**src/rtl/riscv_pkg.sv**
```systemverilog
// rtl/riscv_pkg.sv - shared types for the memory port arbiter
package riscv_pkg;

    typedef enum logic [2:0] {
        IDLE       = 3'd0,
        DATA_BUSY  = 3'd1,
        DATA_DONE  = 3'd2,
        INSTR_BUSY = 3'd3,
        INSTR_DONE = 3'd4
    } arb_state_t;

    // Instruction fetches always read a full word.
    localparam logic [3:0] BE_WORD = 4'hF;

endpackage

```
**src/rtl/flopenr.sv**
```systemverilog
// rtl/flopenr.sv - enable flop with synchronous active-high reset
module flopenr #(
    parameter int WIDTH = 32
) (
    input  logic             i_clk,
    input  logic             i_reset,
    input  logic             i_en,
    input  logic [WIDTH-1:0] i_d,
    output logic [WIDTH-1:0] o_q
);

    logic [WIDTH-1:0] r_q;

    // Reset has priority over the load enable.
    always_ff @(posedge i_clk) begin
        if (i_reset) begin
            r_q <= '0;
        end else if (i_en) begin
            r_q <= i_d;
        end
    end

    assign o_q = r_q;

endmodule

```
**src/rtl/memory_port_arbiter.sv**
```systemverilog
// rtl/memory_port_arbiter.sv - single-port memory arbiter between fetch and memory stages
module memory_port_arbiter
    import riscv_pkg::*;
(
    input  logic        clock,
    input  logic        reset,
    input  logic        InstrReqF,
    input  logic [31:0] PcF,
    output logic [31:0] InstrF,
    output logic        InstrValidF,
    input  logic        MemReqM,
    input  logic        MemWriteM,
    input  logic [31:0] AddrM,
    input  logic [31:0] WriteDataM,
    input  logic [3:0]  ByteEnM,
    output logic [31:0] ReadDataM,
    output logic        DataValidM,
    output logic        StallF,
    output logic        StallD,
    output logic        StallE,
    output logic        StallM,
    output logic        FlushE,
    output logic        FlushW,
    output logic        MemReq,
    output logic        MemWe,
    output logic [31:0] MemAddr,
    output logic [31:0] MemWData,
    output logic [3:0]  MemBe,
    input  logic [31:0] MemRData,
    input  logic        MemAck
);

    arb_state_t  r_state;
    logic        r_mem_req;
    logic        r_mem_we;
    logic [31:0] r_mem_addr;
    logic [31:0] r_mem_wdata;
    logic [3:0]  r_mem_be;
    logic        r_data_valid;
    logic        r_instr_valid;

    logic        w_data_stall;
    logic        w_instr_stall;
    logic        w_data_cap;
    logic        w_instr_cap;

    // A requester stays stalled until the cycle its access is reported done.
    assign w_data_stall  = MemReqM   && (r_state != DATA_DONE);
    assign w_instr_stall = InstrReqF && (r_state != INSTR_DONE);

    // Capture read data only for loads and fetches completing this cycle.
    assign w_data_cap  = (r_state == DATA_BUSY)  && MemAck && !r_mem_we;
    assign w_instr_cap = (r_state == INSTR_BUSY) && MemAck;

    // Arbitration FSM: data wins ties, no preemption, DONE always returns to IDLE.
    always_ff @(posedge clock) begin
        if (reset) begin
            r_state       <= IDLE;
            r_mem_req     <= 1'b0;
            r_mem_we      <= 1'b0;
            r_mem_addr    <= '0;
            r_mem_wdata   <= '0;
            r_mem_be      <= '0;
            r_data_valid  <= 1'b0;
            r_instr_valid <= 1'b0;
        end else begin
            r_data_valid  <= 1'b0;
            r_instr_valid <= 1'b0;
            case (r_state)
                IDLE: begin
                    if (MemReqM) begin
                        r_state     <= DATA_BUSY;
                        r_mem_req   <= 1'b1;
                        r_mem_we    <= MemWriteM;
                        r_mem_addr  <= AddrM;
                        r_mem_wdata <= WriteDataM;
                        r_mem_be    <= ByteEnM;
                    end else if (InstrReqF) begin
                        r_state     <= INSTR_BUSY;
                        r_mem_req   <= 1'b1;
                        r_mem_we    <= 1'b0;
                        r_mem_addr  <= PcF;
                        r_mem_wdata <= '0;
                        r_mem_be    <= BE_WORD;
                    end
                end
                DATA_BUSY: begin
                    if (MemAck) begin
                        r_state      <= DATA_DONE;
                        r_mem_req    <= 1'b0;
                        r_mem_we     <= 1'b0;
                        r_data_valid <= 1'b1;
                    end
                end
                INSTR_BUSY: begin
                    if (MemAck) begin
                        r_state       <= INSTR_DONE;
                        r_mem_req     <= 1'b0;
                        r_mem_we      <= 1'b0;
                        r_instr_valid <= 1'b1;
                    end
                end
                DATA_DONE:  r_state <= IDLE;
                INSTR_DONE: r_state <= IDLE;
                default:    r_state <= IDLE;
            endcase
        end
    end

    flopenr #(.WIDTH(32)) u_read_data (
        .i_clk   (clock),
        .i_reset (reset),
        .i_en    (w_data_cap),
        .i_d     (MemRData),
        .o_q     (ReadDataM)
    );

    flopenr #(.WIDTH(32)) u_instr (
        .i_clk   (clock),
        .i_reset (reset),
        .i_en    (w_instr_cap),
        .i_d     (MemRData),
        .o_q     (InstrF)
    );

    assign StallF      = w_data_stall || w_instr_stall;
    assign StallD      = w_data_stall || w_instr_stall;
    assign StallE      = w_data_stall;
    assign StallM      = w_data_stall;
    assign FlushW      = w_data_stall;
    assign FlushE      = w_instr_stall && !w_data_stall;

    assign MemReq      = r_mem_req;
    assign MemWe       = r_mem_we;
    assign MemAddr     = r_mem_addr;
    assign MemWData    = r_mem_wdata;
    assign MemBe       = r_mem_be;
    assign DataValidM  = r_data_valid;
    assign InstrValidF = r_instr_valid;

endmodule

```
**config.mk**
```make
export PLATFORM = sky130hd
export DESIGN_NAME = memory_port_arbiter
export DESIGN_NICKNAME = d
export VERILOG_FILES = /design/src/rtl/riscv_pkg.sv /design/src/rtl/flopenr.sv /design/src/rtl/memory_port_arbiter.sv
export SDC_FILE = /design/constraint.sdc
export NUM_CORES = 1
export LEC_CHECK = 0
export ABC_CLOCK_PERIOD_IN_PS = 2000
export CORE_MARGIN = 3
export CORE_UTILIZATION = 25
export DETAILED_ROUTE_END_ITERATION = 16
export GPL_TIMING_DRIVEN = 0
export REMOVE_ABC_BUFFERS = 1
export SYNTH_ARGS = -nofsm -noshare
export SYNTH_HDL_FRONTEND = slang
export SYNTH_SLANG_ARGS = --single-unit
```
**constraint.sdc**
```tcl
create_clock -name clock -period 2 [get_ports clock]
set_input_delay 0.4 -clock clock [delete_from_list [all_inputs] [get_ports clock]]
set_output_delay 0.4 -clock clock [all_outputs]
set_load 0.01 [all_outputs]
```
After elaboration in Yosys (flattened, before gate mapping)
Index checks and enable logic that the tools add are counted. W data, S select, Z words.

Bits in registers: 139. Input bits: 138. Output and inout bits: 142.

Bitwise gates (word level): 2. Muxes and demuxes: 19. Reduce and logical (&&, ||, !) cells: 18. Equality and inequality tests: 8.

Operators by type and width (number): $mux W32 (4); $mux W3 (4); $pmux W3 S3 (1); $mux W4 (2); $logic_and A1 B1 Y1 (6); $mux W1 (6); $ne A3 B3 Y1 const B (2); $reduce_and A3 Y1 (2); $reduce_or A2 Y1 (3); $ne A2 B2 Y1 const B (2); $pmux W1 S2 (2); $reduce_bool A2 Y1 (2); $eq A3 B1 Y1 const B (1); $eq A3 B2 Y1 const B (1); $logic_not A3 Y1 (1); $ne A3 B2 Y1 const B (1); $logic_not A1 Y1 (2); $ne A2 B1 Y1 const B (1); $not A1 Y1 (2); $reduce_and A2 Y1 (1); $logic_or A1 B1 Y1 (1).

Longest topological paths before layout
Gate-level depths: netlist of the first run.

Depth after elaboration: 4. Depth in mapped cells: 7. Gate-level depth less buffers: 4.

Modules after synthesis
From an unflattened synthesis of the first run, not the netlist that was laid out.

Cell total of the unflattened synthesis: 485. Area, all modules: 5507.8 µm².

By module, submodules not included: memory_port_arbiter (times used 1, area each 3180.6 µm², cells each 279); flopenr (times used 2, area each 1163.6 µm², cells each 103).

Least setup slack after synthesis of the first run
No wires, ideal clock.

Path type: in2out. Start point: in MemReqM. End point: out StallF. Cell stages on the path: 4. Arrival time: 1.410 ns. Buffers on the path: 3. Setup slack: 0.190 ns. Required time: 1.600 ns. Cells stage by stage: buf_4 > buf_1 > o22a_1 > buf_4.

Longest elaborated chain between the ends: 2.

Ends and longest elaborated chain: from (decl) (RTL line memory_port_arbiter.sv:11) `input logic MemReqM,`; $logic_and A1 B1 Y1 (RTL line memory_port_arbiter.sv:48) `assign w_data_stall = MemReqM && (r_state != DATA_DONE);`; $logic_or A1 B1 Y1; to (decl) (RTL line memory_port_arbiter.sv:18) `output logic StallF,`.

Every way passes these cells.

Worst setup path after layout of the first run
Start point: reg r_state[1]. End point: out FlushW.

Longest elaborated chain between the ends: 2.

Ends and longest elaborated chain: from (decl) (RTL line memory_port_arbiter.sv:33) `arb_state_t r_state;`; from (signal assigned) (RTL line memory_port_arbiter.sv:58) `r_state <= IDLE;`; from (signal assigned) (RTL line memory_port_arbiter.sv:72) `r_state <= DATA_BUSY;`; from (signal assigned) (RTL line memory_port_arbiter.sv:79) `r_state <= INSTR_BUSY;`; $ne A3 B2 Y1 (RTL line memory_port_arbiter.sv:48); $logic_and A1 B1 Y1 (RTL line memory_port_arbiter.sv:48); to (decl) (RTL line memory_port_arbiter.sv:23) `output logic FlushW,`.

Every way passes these cells.

==> flow_summary.toml, run 1 <==
[status]
outcome = "completed"

[sta]
worst_slew_pin_slew_ns = 0.893
skew_ns = 0.00737
period_share_pct = 94.4
relSlewSlack_pct = 40.5
fmax_mhz = 530
rsz0062_at_grt = "false"
slew_violations = 0
setup_viol = 0
hold_viol = 0
fin_crit_ns = 1.89

[detailed_routing]
drt_iter0_markers = 123
viasPerCell = 4.40
wl_mm = 17.6
first_pass_iters = 5
avgRoutedWirePerCell_um = 15.9
drt_drc_violations_left = 0
ant_nets = 0
num_vias = 4872

[clocking]
tritoncts = "yes"
clock_sinks = 139
cts_buffers = 17
clk_pin_slew_ns = 0.06
insertion_delay_ns = 0.41
clock-root-buffer = "clkbuf_16"
ctsHoldBuffers = 0
htree_levels = 4
clockBufferDepth = 2

[pwr]
leakagePower_nw = 3.34
irDropWorstVdd_uv = 556
power_density_nw_per_um2 = 878
p_total_mw = 7.96

[die]
dieWidth_um = 151
io_pins = 280
start_util_pct = 25.8
dieHeight_um = 151
rows = 52
die-area_sq_um = 22800
core_area_sq_um = 20400

[placed_design]
place_congestion = 0.692
place_area_sq_um = 8310
io_buffers = 279
dp_hpwl_mm = 12.3

[hold_path]
min_path_type = "in2reg"

[critical_path]
path_max_fanout = 7
r2r_slack_ns = 0.12
cp-end-kind = "output port"
required_ns = 1.60
worst_ep_arrival_time_ns = 1.49
crit_chain = "buf_4 -> a21oi_2 -> buf_4 -> dlygate4sd2_1"
crit_path_max_incr_delay_ns = 0.37
start_kind = "flip-flop"
cp_slowest_cell = "dfxtp_4"
path_class = "reg2out"
cp_common_cell = "buf_4"

[logic_synthesis]
ys_seq_area_share_pct = 52.9
syn_inst = 560
synth_warnings = 0
avgSynthCellArea_sq_um = 9.40
ys_ff_latch = 139
ys_types = 31
syn_area_sq_um = 5260

[grt]
grt_antenna_before_repair = 0
grt_remaining_overflow = 0
grt_max_degree = 66
grt_usage_pct = 14.7
grt_pass1_vias = 4714
grt_first_pass_wirelength_mm = 26.1

[finish]
final_cell_mix = "clkdlybuf4s50_1, dfxtp_1, nand2_1"
fin_nets = 962
post-route-util_pct = 44.4
layout_commonest_cell = "clkdlybuf4s50_1"
areaGrowthSynthToFinish_pct = 72.3
drive_gt1_share_pct = 11.8
fin_area_sq_um = 9060

[flow_run]
drv_cap = 0
## synthesized netlist by cell type
cell type  count  area [sq um]
inv_1          4          15.0
nor3_1         7          35.0
nor3_2         1          10.0
buf_6          4          45.0
mux2i_1       32           320
a21boi_0       2          15.0
buf_4          9          67.6
clkbuf_1      22          82.6
nor2_2         1          6.26
a22o_1        32           280
a211oi_2      32           400
a21oi_1       67           335
buf_1          2          7.51
o21ba_2        1          10.0
or3_1          1          6.26
buf_2         11          55.1
nand3_1        1          5.00
or2_1          1          6.26
or2_2          1          6.26
a32oi_1        1          8.76
nor2_1        49           184
nand2_1      128           480
clkbuf_2       1          5.00
o22a_1         1          8.76
a31oi_1        2          12.5
nor3_4         1          16.3
dfxtp_1      139          2780
nand4_1        1          6.26
o21ai_0        4          20.0
nand3b_4       1          20.0
xor2_1         1          8.76
## through the flow
| stage | setup TNS (ns) | hold slack [ns] | setup slack, ns | std cells |
|---|---|---|---|---|
| 2_1_floorplan | -73.95 | 0.465 | -1.39 | 511 |
| 3_3_place_gp | -519.26 | 0.442 | -5.79 | 1060 |
| 3_5_place_dp | -64.37 | 0.447 | -0.693 | 1067 |
| 4_1_cts | -0.192 | 0.454 | -0.0963 | 1102 |
| 5_1_grt | 0 | 0.460 | 0.0177 | 1106 |
| 6_report | 0 | 0.438 | 0.112 | 1107 |
## worst max-delay path: cells and delay by family, from the launching register on
family | cells | cell delay, ns
buffers and inverters | 3 | 0.54
AOI/OAI and AO/OA | 1 | 0.17
DFF | 1 | 0.37
## area by class of cell
cell class,count,area (sq um)
fill,1964,11400
timing repair buffer,294,3050
sequential,139,2790
multi-input combinational,368,2240
clock buffer,22,494
tap,270,338
clock inverter,9,134
inverter,4,15.0
antenna,1,2.50
## path summary, 6_finish.rpt
path / start / endpoint / cells past startpoint
max: r_state[1] / FlushW / 4
min: MemAck / DataValidM / 3
max reg2reg: r_state[0] / MemAddr[12] / 8
min reg2reg: u_read_data.o_q[16] / u_read_data.o_q[16] / 2
## where the power goes
part	switching [mW]	leakage (nW)	internal [mW]
Clock	1.23	0.309	2.13
Combinational	0.660	1.89	0.869
Sequential	0.103	1.14	2.96
## state kept, by name, indices dropped and copies added, names as in the netlist
register	flops
MemBe	4
MemAddr	32
DataValidM	1
u_instr.o_q	32
MemReq	1
r_state	3
u_read_data.o_q	32
InstrValidF	1
MemWe	1
MemWData	32
## routing by layer
metal	track usage [%]	vias to the layer above	share of wire [%]
met1	17.2	2230	41
li1	-	2438	-
met2	24.2	190	47
met3	6.22	14	11
met4	5.26	0	1.6
met5	0	-	0
## timing repair
action                     CTS  global route
setup endpoints to repair   90            35
gates cloned                 1             0
setup buffers                3             4
pin swaps                    2             2
resized for setup           22             8
## cell families (layout without fill, tap and decap cells)
family | count (synthesis) | in the layout | share of synthesized area [%]
DFF | 139 | 139 | 52.9
and+or+nand+nor | 193 | 193 | 14.9
AOI/OAI and AO/OA | 142 | 142 | 20.7
other | 0 | 1 | 0
xor gates and xnor gates | 1 | 1 | 0.166
buffers and inverters | 53 | 329 | 5.28
muxes | 32 | 32 | 6.09
Power figures use the tool's default switching activity.
==> run 2: changes to the inputs <==
Settings changed: ABC_AREA set to 0.
==> results of run 2 <==
No change in the layout: final DEF, timing and power equal those of run 1.
==> run 3: changes to the inputs <==
Settings changed: SYNTH_HIERARCHICAL set to 1.
==> flow_summary.toml, run 3 <==
[grt]
grt_max_degree = 69
grt_pass1_vias = 4687
grt_first_pass_wirelength_mm = 25.3
grt_remaining_overflow = 0
grt_antenna_before_repair = 0
grt_usage_pct = 13.3

[placed_design]
place_congestion = 0.726
placedCellCount = 1004
io_buffers = 279
dp_hpwl_mm = 11.4
place_area_sq_um = 8380

[detailed_routing]
viasPerCell = 4.33
wl_mm = 16.4
drt_iter0_markers = 131
ant_nets = 0
first_pass_iters = 4
num_vias = 4518
avgRoutedWirePerCell_um = 15.7
drt_drc_violations_left = 0

[logic_synthesis]
avgSynthCellArea_sq_um = 11.4
synth_top_family_by_area = "multiplexers"
synth.most_common_cell = "dfxtp_1"
netlist_top_cells_area = "dfxtp_1, mux2i_1, a211oi_2"
ys_types = 30
synth_warnings = 6
yosysTopAreaCellShare_pct = 50.5
async_flop_share_pct = 0
synthAdderAreaFrac_pct = 0
synth_xor_area_share_pct = 0.159
synth_common_cells = "dfxtp_1, nor2_1, mux2i_1"
synth.area.mux_share_pct = 17.4
synth_compound_area_share_pct = 14.2
ys_seq_area_share_pct = 50.5
syn_area_sq_um = 5510
synth-simple-area-share_pct = 10.4
synth_ff_type = "dfxtp_1"
ys_ff_latch = 139
syn_inst = 485
yosys.area.top_type = "dfxtp_1"
synth_edf_count = 0

[sta]
relSlewSlack_pct = 51.0
hold_viol = 0
slew_violations = 0
rsz0062_at_grt = "false"
fin_crit_ns = 1.91
fmax_mhz = 525
worst_slew_pin_slew_ns = 0.734
skew_ns = 0.0245
holdWs_ns = 0.454
period_share_pct = 95.3
setup_viol = 0

[pwr]
comb_power_share_pct = 19.4
p_switching_mw = 2.23
irDropWorstVdd_uv = 520
internal_power_mw = 5.49
p_total_mw = 7.72
clkPwrFrac_pct = 40.7
power_density_nw_per_um2 = 851
sw_frac_of_total_pct = 28.8
p_seq_share_pct = 39.8
leakagePower_nw = 3.33

[die]
dieWidth_um = 154
io_pins = 280
rows = 53
core_area_sq_um = 21400
start_util_pct = 25.8
die-area_sq_um = 23800
dieHeight_um = 154

[finish]
multi_input_area_sq_um = 2390
n_antenna_cell = 0
final_cell_mix = "clkdlybuf4s50_1, dfxtp_1, nor2_1, mux2i_1"
post-route-util_pct = 42.5
fin_nets = 893
final-seq-area_sq_um = 2790
stdcell_count = 1043
drive_gt1_share_pct = 14.5
layout_commonest_cell = "clkdlybuf4s50_1"
nFillCells = 2101
fin_area_sq_um = 9070
areaGrowthSynthToFinish_pct = 64.7

[status]
outcome = "completed"

[critical_path]
path_class = "in2reg"
required_ns = 2.29
worst-path-buf-inv = 4
start_kind = "input port"
crit_chain = "clkdlybuf4s50_1 -> nand3_4 -> nor3_4 -> buf_6 -> buf_6 -> buf_6 -> mux2i_1 -> nor2_1"
worst_ep_arrival_time_ns = 2.20
path_delay_family = "buffers and inverters"
cp_common_cell = "buf_6"
path_max_fanout = 9
crit_path_max_incr_delay_ns = 0.59
cp-end-kind = "flip-flop"
cp_slowest_cell = "clkdlybuf4s50_1"

[hold_path]
min_path_type = "in2reg"

[clocking]
insertion_delay_ns = 0.43
clk_pin_slew_ns = 0.08
clockBufferDepth = 2
clock_sinks = 139
tritoncts = "yes"
cts_buffers = 17
clock-root-buffer = "clkbuf_16"
htree_levels = 4

[flow_run]
drv_cap = 0
-- run 3: changes by cell type in the layout (fill, tap and decap cells not counted), moves of 4 or more --
cell	delta
nand2_1	-128
nor2_2	+10
buf_16	-4
clkbuf_8	-5
clkinv_8	+5
nor2_1	+50
mux2i_1	+64
a21oi_1	-64
-- run 3: layout make-up --
| class | count | area share [%] |
|---|---|---|
| clock buffer | 17 | 4.69 |
| clock inverter | 15 | 1.93 |
| inverter | 4 | 0.166 |
| multi-input combinational | 301 | 26.3 |
| sequential | 139 | 30.8 |
| tap | 275 | 3.79 |
| timing repair buffer | 292 | 32.3 |
-- run 3: through the flow --
step | setup TNS [ns] | worst slack (ns)
3_3_place_gp | -535.11 | -4.81
3_5_place_dp | -60.06 | -0.825
5_1_grt | 0 | 0.0115
6_report | 0 | 0.0945
2_1_floorplan | -114.26 | -2.41
4_1_cts | 0 | 0.0232
-- run 3: layer usage --
| layer | vias to the layer above | global-route usage, % | share of wire [%] |
|---|---|---|---|
| met5 | - | 0 | 0 |
| met4 | 0 | 4.50 | 1.4 |
| met3 | 12 | 6.77 | 11 |
| met2 | 201 | 21.0 | 45 |
| met1 | 2057 | 15.8 | 42 |
| li1 | 2248 | - | - |
-- run 3: timing repair --
action                     in CTS  in global routing
setup endpoints to repair      86                 10
resized for setup              22                  4
hold endpoints to repair        0                  0
pin swaps                       4                  0
gates cloned                    1                  0
hold buffers                    0                  0
setup buffers                   6                  0
-- run 3: worst paths after layout --
check | from | end | slack, ns | cells past startpoint
worst min register to register | MemWData[27] | MemWData[27] | 0.47 | 1
worst max-delay path | MemAck | u_read_data/o_q[15] | 0.09 | 8
worst min-delay path | reset | u_instr/o_q[28] | 0.45 | 2
worst max register to register | r_state[2] | u_read_data/o_q[15] | 0.14 | 8
-- run 3: power groups by stage --
| stage | registers (mW) | clock network (mW) | logic, mW |
|---|---|---|---|
| after floorplan | 3.22 | 0 | 0.528 |
| after global placement | 3.14 | 0 | 1.49 |
| after detailed placement | 3.14 | 0 | 1.49 |
| after CTS | 3.08 | 3.26 | 1.53 |
| after global routing | 3.10 | 3.36 | 1.63 |
| final | 3.08 | 3.14 | 1.50 |
-- run 3: cell families after synthesis --
family	count (synthesis)
muxes	96
and+or+nand+nor	125
xor gates and xnor gates	1
DFF	139
AOI/OAI and AO/OA	78
buffers and inverters	46
-- run 3: worst register-to-register path, delay by kind of cell, from the launching register on --
| kind | cells | cell delay, ns |
|---|---|---|
| multiplexers | 1 | 0.19 |
| AND/OR/NAND/NOR | 3 | 0.49 |
| flip-flops | 1 | 0.35 |
| buffers and inverters | 4 | 0.72 |
